--- src/rtl/mac_prom_loader_pkg.sv ---
// Shared MAC definitions: register-block word addresses, loader FSM states,
// and helpers that build the register-bus writes the PROM loader issues.
package mac_prom_loader_pkg;

    localparam logic [6:0] TX_DATA   = 7'd8;
    localparam logic [6:0] TX_ADD    = 7'd9;
    localparam logic [6:0] TX_WR     = 7'd10;
    localparam logic [6:0] RX_DATA   = 7'd15;
    localparam logic [6:0] RX_ADD    = 7'd16;
    localparam logic [6:0] RX_WR     = 7'd17;
    localparam logic [2:0] LAST_BYTE = 3'd5;

    typedef enum logic [2:0] {
        IDLE    = 3'd0,
        PENDING = 3'd1,
        DATA    = 3'd2,
        ADDR    = 3'd3,
        WR_HI   = 3'd4,
        WR_LO   = 3'd5,
        DONE    = 3'd6
    } state_e;

    typedef struct packed {
        logic        csb;
        logic        wrb;
        logic [7:0]  ca;
        logic [15:0] cd;
    } bus_t;

    localparam bus_t BUS_QUIET = '{csb: 1'b1, wrb: 1'b1, ca: 8'h00, cd: 16'h0000};

    function automatic logic [7:0] word_to_ca(input logic [6:0] word);
        return {word, 1'b0};
    endfunction

    function automatic logic is_load_state(input state_e st);
        logic r;
        r = 1'b0;
        case (st)
            DATA, ADDR, WR_HI, WR_LO: r = 1'b1;
            default:                  r = 1'b0;
        endcase
        return r;
    endfunction

    // Byte 0 is the most significant octet of the address.
    function automatic logic [7:0] mac_byte(input logic [47:0] addr, input logic [2:0] idx);
        logic [7:0] b;
        b = 8'h00;
        case (idx)
            3'd0:    b = addr[47:40];
            3'd1:    b = addr[39:32];
            3'd2:    b = addr[31:24];
            3'd3:    b = addr[23:16];
            3'd4:    b = addr[15:8];
            3'd5:    b = addr[7:0];
            default: b = 8'h00;
        endcase
        return b;
    endfunction

    function automatic bus_t loader_write(input state_e st, input logic rx,
                                          input logic [2:0] idx, input logic [7:0] byte_v);
        bus_t w;
        w     = BUS_QUIET;
        w.csb = 1'b0;
        w.wrb = 1'b0;
        case (st)
            DATA: begin
                w.ca = word_to_ca(rx ? RX_DATA : TX_DATA);
                w.cd = {8'h00, byte_v};
            end
            ADDR: begin
                w.ca = word_to_ca(rx ? RX_ADD : TX_ADD);
                w.cd = {13'd0, idx};
            end
            WR_HI: begin
                w.ca = word_to_ca(rx ? RX_WR : TX_WR);
                w.cd = 16'h0001;
            end
            WR_LO: begin
                w.ca = word_to_ca(rx ? RX_WR : TX_WR);
                w.cd = 16'h0000;
            end
            default: w = BUS_QUIET;
        endcase
        return w;
    endfunction

endpackage

--- src/rtl/mac_prom_loader.sv ---
// Loads a 48-bit MAC address into the TX or RX address PROM through the
// register bus, sharing that bus with host accesses (host has priority at launch).
module mac_prom_loader
    import mac_prom_loader_pkg::*;
(
    input  logic        Clk_reg,
    input  logic        Reset,
    input  logic        start,
    input  logic        sel_rx,
    input  logic [47:0] mac_addr,
    output logic        busy,
    output logic        done,
    input  logic        CSB_in,
    input  logic        WRB_in,
    input  logic [7:0]  CA_in,
    input  logic [15:0] CD_in_host,
    output logic        host_wait,
    output logic        CSB,
    output logic        WRB,
    output logic [7:0]  CA,
    output logic [15:0] CD_bus
);

    state_e      state_q, state_d;
    logic [2:0]  cnt_q, cnt_d;
    logic [47:0] addr_q, addr_d;
    logic        sel_q, sel_d;
    bus_t        bus_q, bus_d;
    logic        busy_q, busy_d;
    logic        done_q, done_d;

    // Next-state, byte counter and start capture.
    always_comb begin
        state_d = state_q;
        cnt_d   = cnt_q;
        addr_d  = addr_q;
        sel_d   = sel_q;
        case (state_q)
            IDLE: begin
                if (start) begin
                    addr_d  = mac_addr;
                    sel_d   = sel_rx;
                    cnt_d   = 3'd0;
                    state_d = CSB_in ? DATA : PENDING;
                end else begin
                    state_d = IDLE;
                end
            end
            PENDING: begin
                if (CSB_in) begin
                    state_d = DATA;
                end else begin
                    state_d = PENDING;
                end
            end
            DATA:  state_d = ADDR;
            ADDR:  state_d = WR_HI;
            WR_HI: state_d = WR_LO;
            WR_LO: begin
                if (cnt_q == LAST_BYTE) begin
                    cnt_d   = 3'd0;
                    state_d = DONE;
                end else begin
                    cnt_d   = cnt_q + 3'd1;
                    state_d = DATA;
                end
            end
            DONE: state_d = IDLE;
            default: begin
                cnt_d   = 3'd0;
                state_d = IDLE;
            end
        endcase
    end

    // Bus mux computed from the next state so a write is registered in the cycle it belongs to.
    always_comb begin
        bus_d.csb = CSB_in;
        bus_d.wrb = WRB_in | CSB_in;
        bus_d.ca  = CA_in;
        bus_d.cd  = CD_in_host;
        if (is_load_state(state_d)) begin
            bus_d = loader_write(state_d, sel_d, cnt_d, mac_byte(addr_d, cnt_d));
        end else if (state_d == DONE) begin
            bus_d.csb = 1'b1;
            bus_d.wrb = 1'b1;
        end else begin
            bus_d.csb = CSB_in;
            bus_d.wrb = WRB_in | CSB_in;
        end
    end

    // Status flags track the state the FSM enters next.
    always_comb begin
        busy_d = 1'b0;
        done_d = 1'b0;
        case (state_d)
            IDLE:    busy_d = 1'b0;
            DONE:    done_d = 1'b1;
            default: busy_d = 1'b1;
        endcase
    end

    // State and output registers.
    always_ff @(posedge Clk_reg or posedge Reset) begin
        if (Reset) begin
            state_q <= IDLE;
            cnt_q   <= 3'd0;
            addr_q  <= 48'd0;
            sel_q   <= 1'b0;
            bus_q   <= BUS_QUIET;
            busy_q  <= 1'b0;
            done_q  <= 1'b0;
        end else begin
            state_q <= state_d;
            cnt_q   <= cnt_d;
            addr_q  <= addr_d;
            sel_q   <= sel_d;
            bus_q   <= bus_d;
            busy_q  <= busy_d;
            done_q  <= done_d;
        end
    end

    assign host_wait = ~CSB_in & is_load_state(state_q);
    assign busy      = busy_q;
    assign done      = done_q;
    assign CSB       = bus_q.csb;
    assign WRB       = bus_q.wrb;
    assign CA        = bus_q.ca;
    assign CD_bus    = bus_q.cd;

endmodule
--- config.mk ---
export PLATFORM = sky130hd
export DESIGN_NAME = mac_prom_loader
export DESIGN_NICKNAME = d
export VERILOG_FILES = /design/src/rtl/mac_prom_loader_pkg.sv /design/src/rtl/mac_prom_loader.sv
export SDC_FILE = /design/constraint.sdc
export NUM_CORES = 1
export LEC_CHECK = 0
export CORE_MARGIN = 2
export CORE_UTILIZATION = 48
export DETAILED_ROUTE_END_ITERATION = 7
export PLACE_DENSITY = 0.76
export SLEW_MARGIN = 10
export SYNTH_ARGS = -nofsm -noshare
export SYNTH_HDL_FRONTEND = slang
export SYNTH_SLANG_ARGS = --single-unit
--- constraint.sdc ---
create_clock -name Clk_reg -period 3.3 [get_ports Clk_reg]
set_clock_uncertainty 0.15 [all_clocks]
set_input_delay 0.66 -clock Clk_reg [delete_from_list [all_inputs] [get_ports Clk_reg]]
set_output_delay 0.66 -clock Clk_reg [all_outputs]
set_load 0.005 [all_outputs]
==> flow_summary.toml <==
[layout]
num-nets-final = 605
antenna_cells = 0
final_design_area_no_fill_mm2 = 0.00523
drive_above_1_share_pct = 9.77
final_core_util_pct = 67.0
area_delta_synth_final_pct = 34.3
stdcell_count = 634
final_common_cell = "nand2_1"
final_cell_mix = "nand2_1 (164), clkdlybuf4s50_1 (106), dfrtp_1 (81)"

[power_and_ir_drop]
p_total_mw = 4.45
power.density_mw_per_mm2 = 850
ir_worst_vdd_v = 0.000418
power_leakage_nw = 2.43

[die]
row_count = 32
start_util_pct = 49.9
die_y_um = 94.1
die-area_mm2 = 0.00885
die_w_um = 94.1
core_mm2 = 0.00781
num_io_pins = 107

[sta]
clock.fmax_mhz = 351
period_needed_ns = 2.85
setup_viol = 0
finalHoldViolCount = 0
max-slew-margin-rel_pct = 55.5
fin_crit_sh_pct = 86.3
tns_ns = 0
maxSlewViolCount = 0
worstMarginPinSlew_ns = 0.665
rsz0062_at_grt = "false"

[synth]
seq_area_frac_synth_pct = 53.4
ys_seq_elements = 83
yosys_warnings = 0
netlist_area_mm2 = 0.00390
postSynthAreaPerCell_um2 = 9.19
yosysTopAreaCell = "dfrtp_1"
synthArstFlopShare_pct = 100
synth_cells = 424
synth.area.top_cells = "dfrtp_1 (52%), nand2_1 (16%), o21ai_0 (2.3%)"
synth_edf_count = 0
synth.distinct_cells = 48
syn_nets = 502
synth_top_area_share_pct = 52.0
synth_flop_cell = "dfrtp_1"

[clock_tree]
clock_path_buffers = 2
cts_buffers = 9
cts_tree = "yes"
clk_latency_ns = 0.35
htree_levels = 3
ctsHoldBuffers = 0
cts.clk_slew.worst_paths_ns = 0.09
post_cts_resized = 0
post_cts.repair.setup_buffers = 0
cts_root_buf = "clkbuf_8"
cts.sinks = 83

[run_status]
status = "complete, no violations"

[detailed_routing]
routed_wl_um = 9490
wl_per_cell_um = 15.0
dr.pass1.iters = 4
drt_drc_violations_left = 0
via_count = 3286
routed_via_density = 5.18
drt_iter0_markers = 213
drtAntennaViolNets = 0

[global_routing]
grt_max_degree = 39
grt_pass1_wl_um = 15600
track_usage_pct = 22.7
antenna_found_initial = 0
gr-total-overflow = 0
first_global_vias = 3306

[critical_path]
critPathLaunchType = "input port"
critPathArrivalTime_ns = 2.92
crit_type = "input port to register"
worstPathMaxFanout = 20
endpoint_kind = "register"
required_ns = 3.37

[placement]
placedCellCount = 618
gp_congestion = 0.841
placed_area_mm2 = 0.00504
hpwl_um = 7060
placement.io_buffers = 106

[hold_path]
hp-class = "register to register"

[flow_run]
drv_cap = 0
worst paths after layout:
check,startpoint,endpoint,slack [ns],cells past startpoint
max in group asynchronous,Reset,addr_q[43]$_DFF_PP0_,1.83,3
worst min register to register,addr_q[24]$_DFF_PP0_,addr_q[24]$_DFF_PP0_,0.33,2
worst max register to register,state_q[0]$_DFF_PP0_,CD_bus[0]$_DFF_PP0_,0.46,6
worst min-delay path,addr_q[24]$_DFF_PP0_,addr_q[24]$_DFF_PP0_,0.33,2
worst max-delay path,start,CD_bus[7]$_DFF_PP0_,0.45,8
min in group asynchronous,Reset,addr_q[27]$_DFF_PP0_,0.56,2
critical path, cell delays in order:
cell	delay [ns]
clkdlybuf4s50_1	0.59
or4b_4	0.66
nand3_4	0.15
buf_4	0.21
mux2i_1	0.20
o31ai_1	0.09
a221oi_1	0.25
o21ai_1	0.09
sequential cells by signal, indices dropped and copies added, names as in the netlist, 3 cells and up:
register	flops
state_q	3
CA	8
cnt_q	3
addr_q	48
CD_bus	16
power by group:
group / switching (mW) / internal (mW) / leakage, nW
Combinational: 1.03 / 0.949 / 1.30
Clock: 0.355 / 0.367 / 0.0991
Sequential: 0.285 / 1.46 / 1.04
cell families (layout without fill, tap and decap cells):
group / after synthesis / count (layout) / synth area share, %
AND/OR/NAND/NOR: 222 / 222 / 25.1
flip-flops: 83 / 83 / 53.4
AO/OA/AOI/OAI: 68 / 68 / 12.3
buffers and inverters: 34 / 142 / 4.66
multiplexers: 15 / 15 / 4.11
XOR/XNOR: 2 / 2 / 0.450
cell usage after synthesis, types with 2 or more instances:
library cell,count
a211oi_1,2
a21o_1,5
a21oi_1,9
a221o_1,2
a222oi_1,4
a22oi_1,6
a32o_1,2
and2_1,13
buf_2,8
buf_6,5
clkbuf_1,11
dfrtp_1,81
dfstp_2,2
inv_1,5
inv_2,2
mux2_2,8
mux2i_1,7
nand2_1,164
nand2_2,3
nand2b_1,7
nand3_1,5
nand3b_1,3
nor2_1,15
nor2b_1,2
nor3_1,4
o211ai_1,4
o21ai_0,18
o21ai_1,4
o31ai_1,3
xnor2_1,2
metal layers:
metal  track usage [%]  vias up  wire length [um]
li1                  -     1614                 -
met3              3.77       16               458
met1              30.8     1557              4240
met4              8.21        0               159
met2              36.9       99              4620
met5                 0        -                 0
final cells by class:
class                           instances  area, um2
Tap cell                              102        128
Timing Repair Buffer                  118       1160
Sequential cell                        83       2080
Inverter                                8       33.8
Multi-Input combinational cell        307       1640
Clock buffer                           11        141
Fill cell                             646       2570
Clock inverter                          5       52.6
metrics by stage:
| step | setup WS, ns | hold WS, ns |
|---|---|---|
| 2_1_floorplan | 0.357 | 0.286 |
| 3_3_place_gp | 0.195 | 0.306 |
| 3_5_place_dp | 0.110 | 0.311 |
| 4_1_cts | 0.464 | 0.331 |
| 5_1_grt | 0.317 | 0.354 |
| 6_report | 0.453 | 0.326 |
Note: power is estimated with default switching activity, not from simulation.
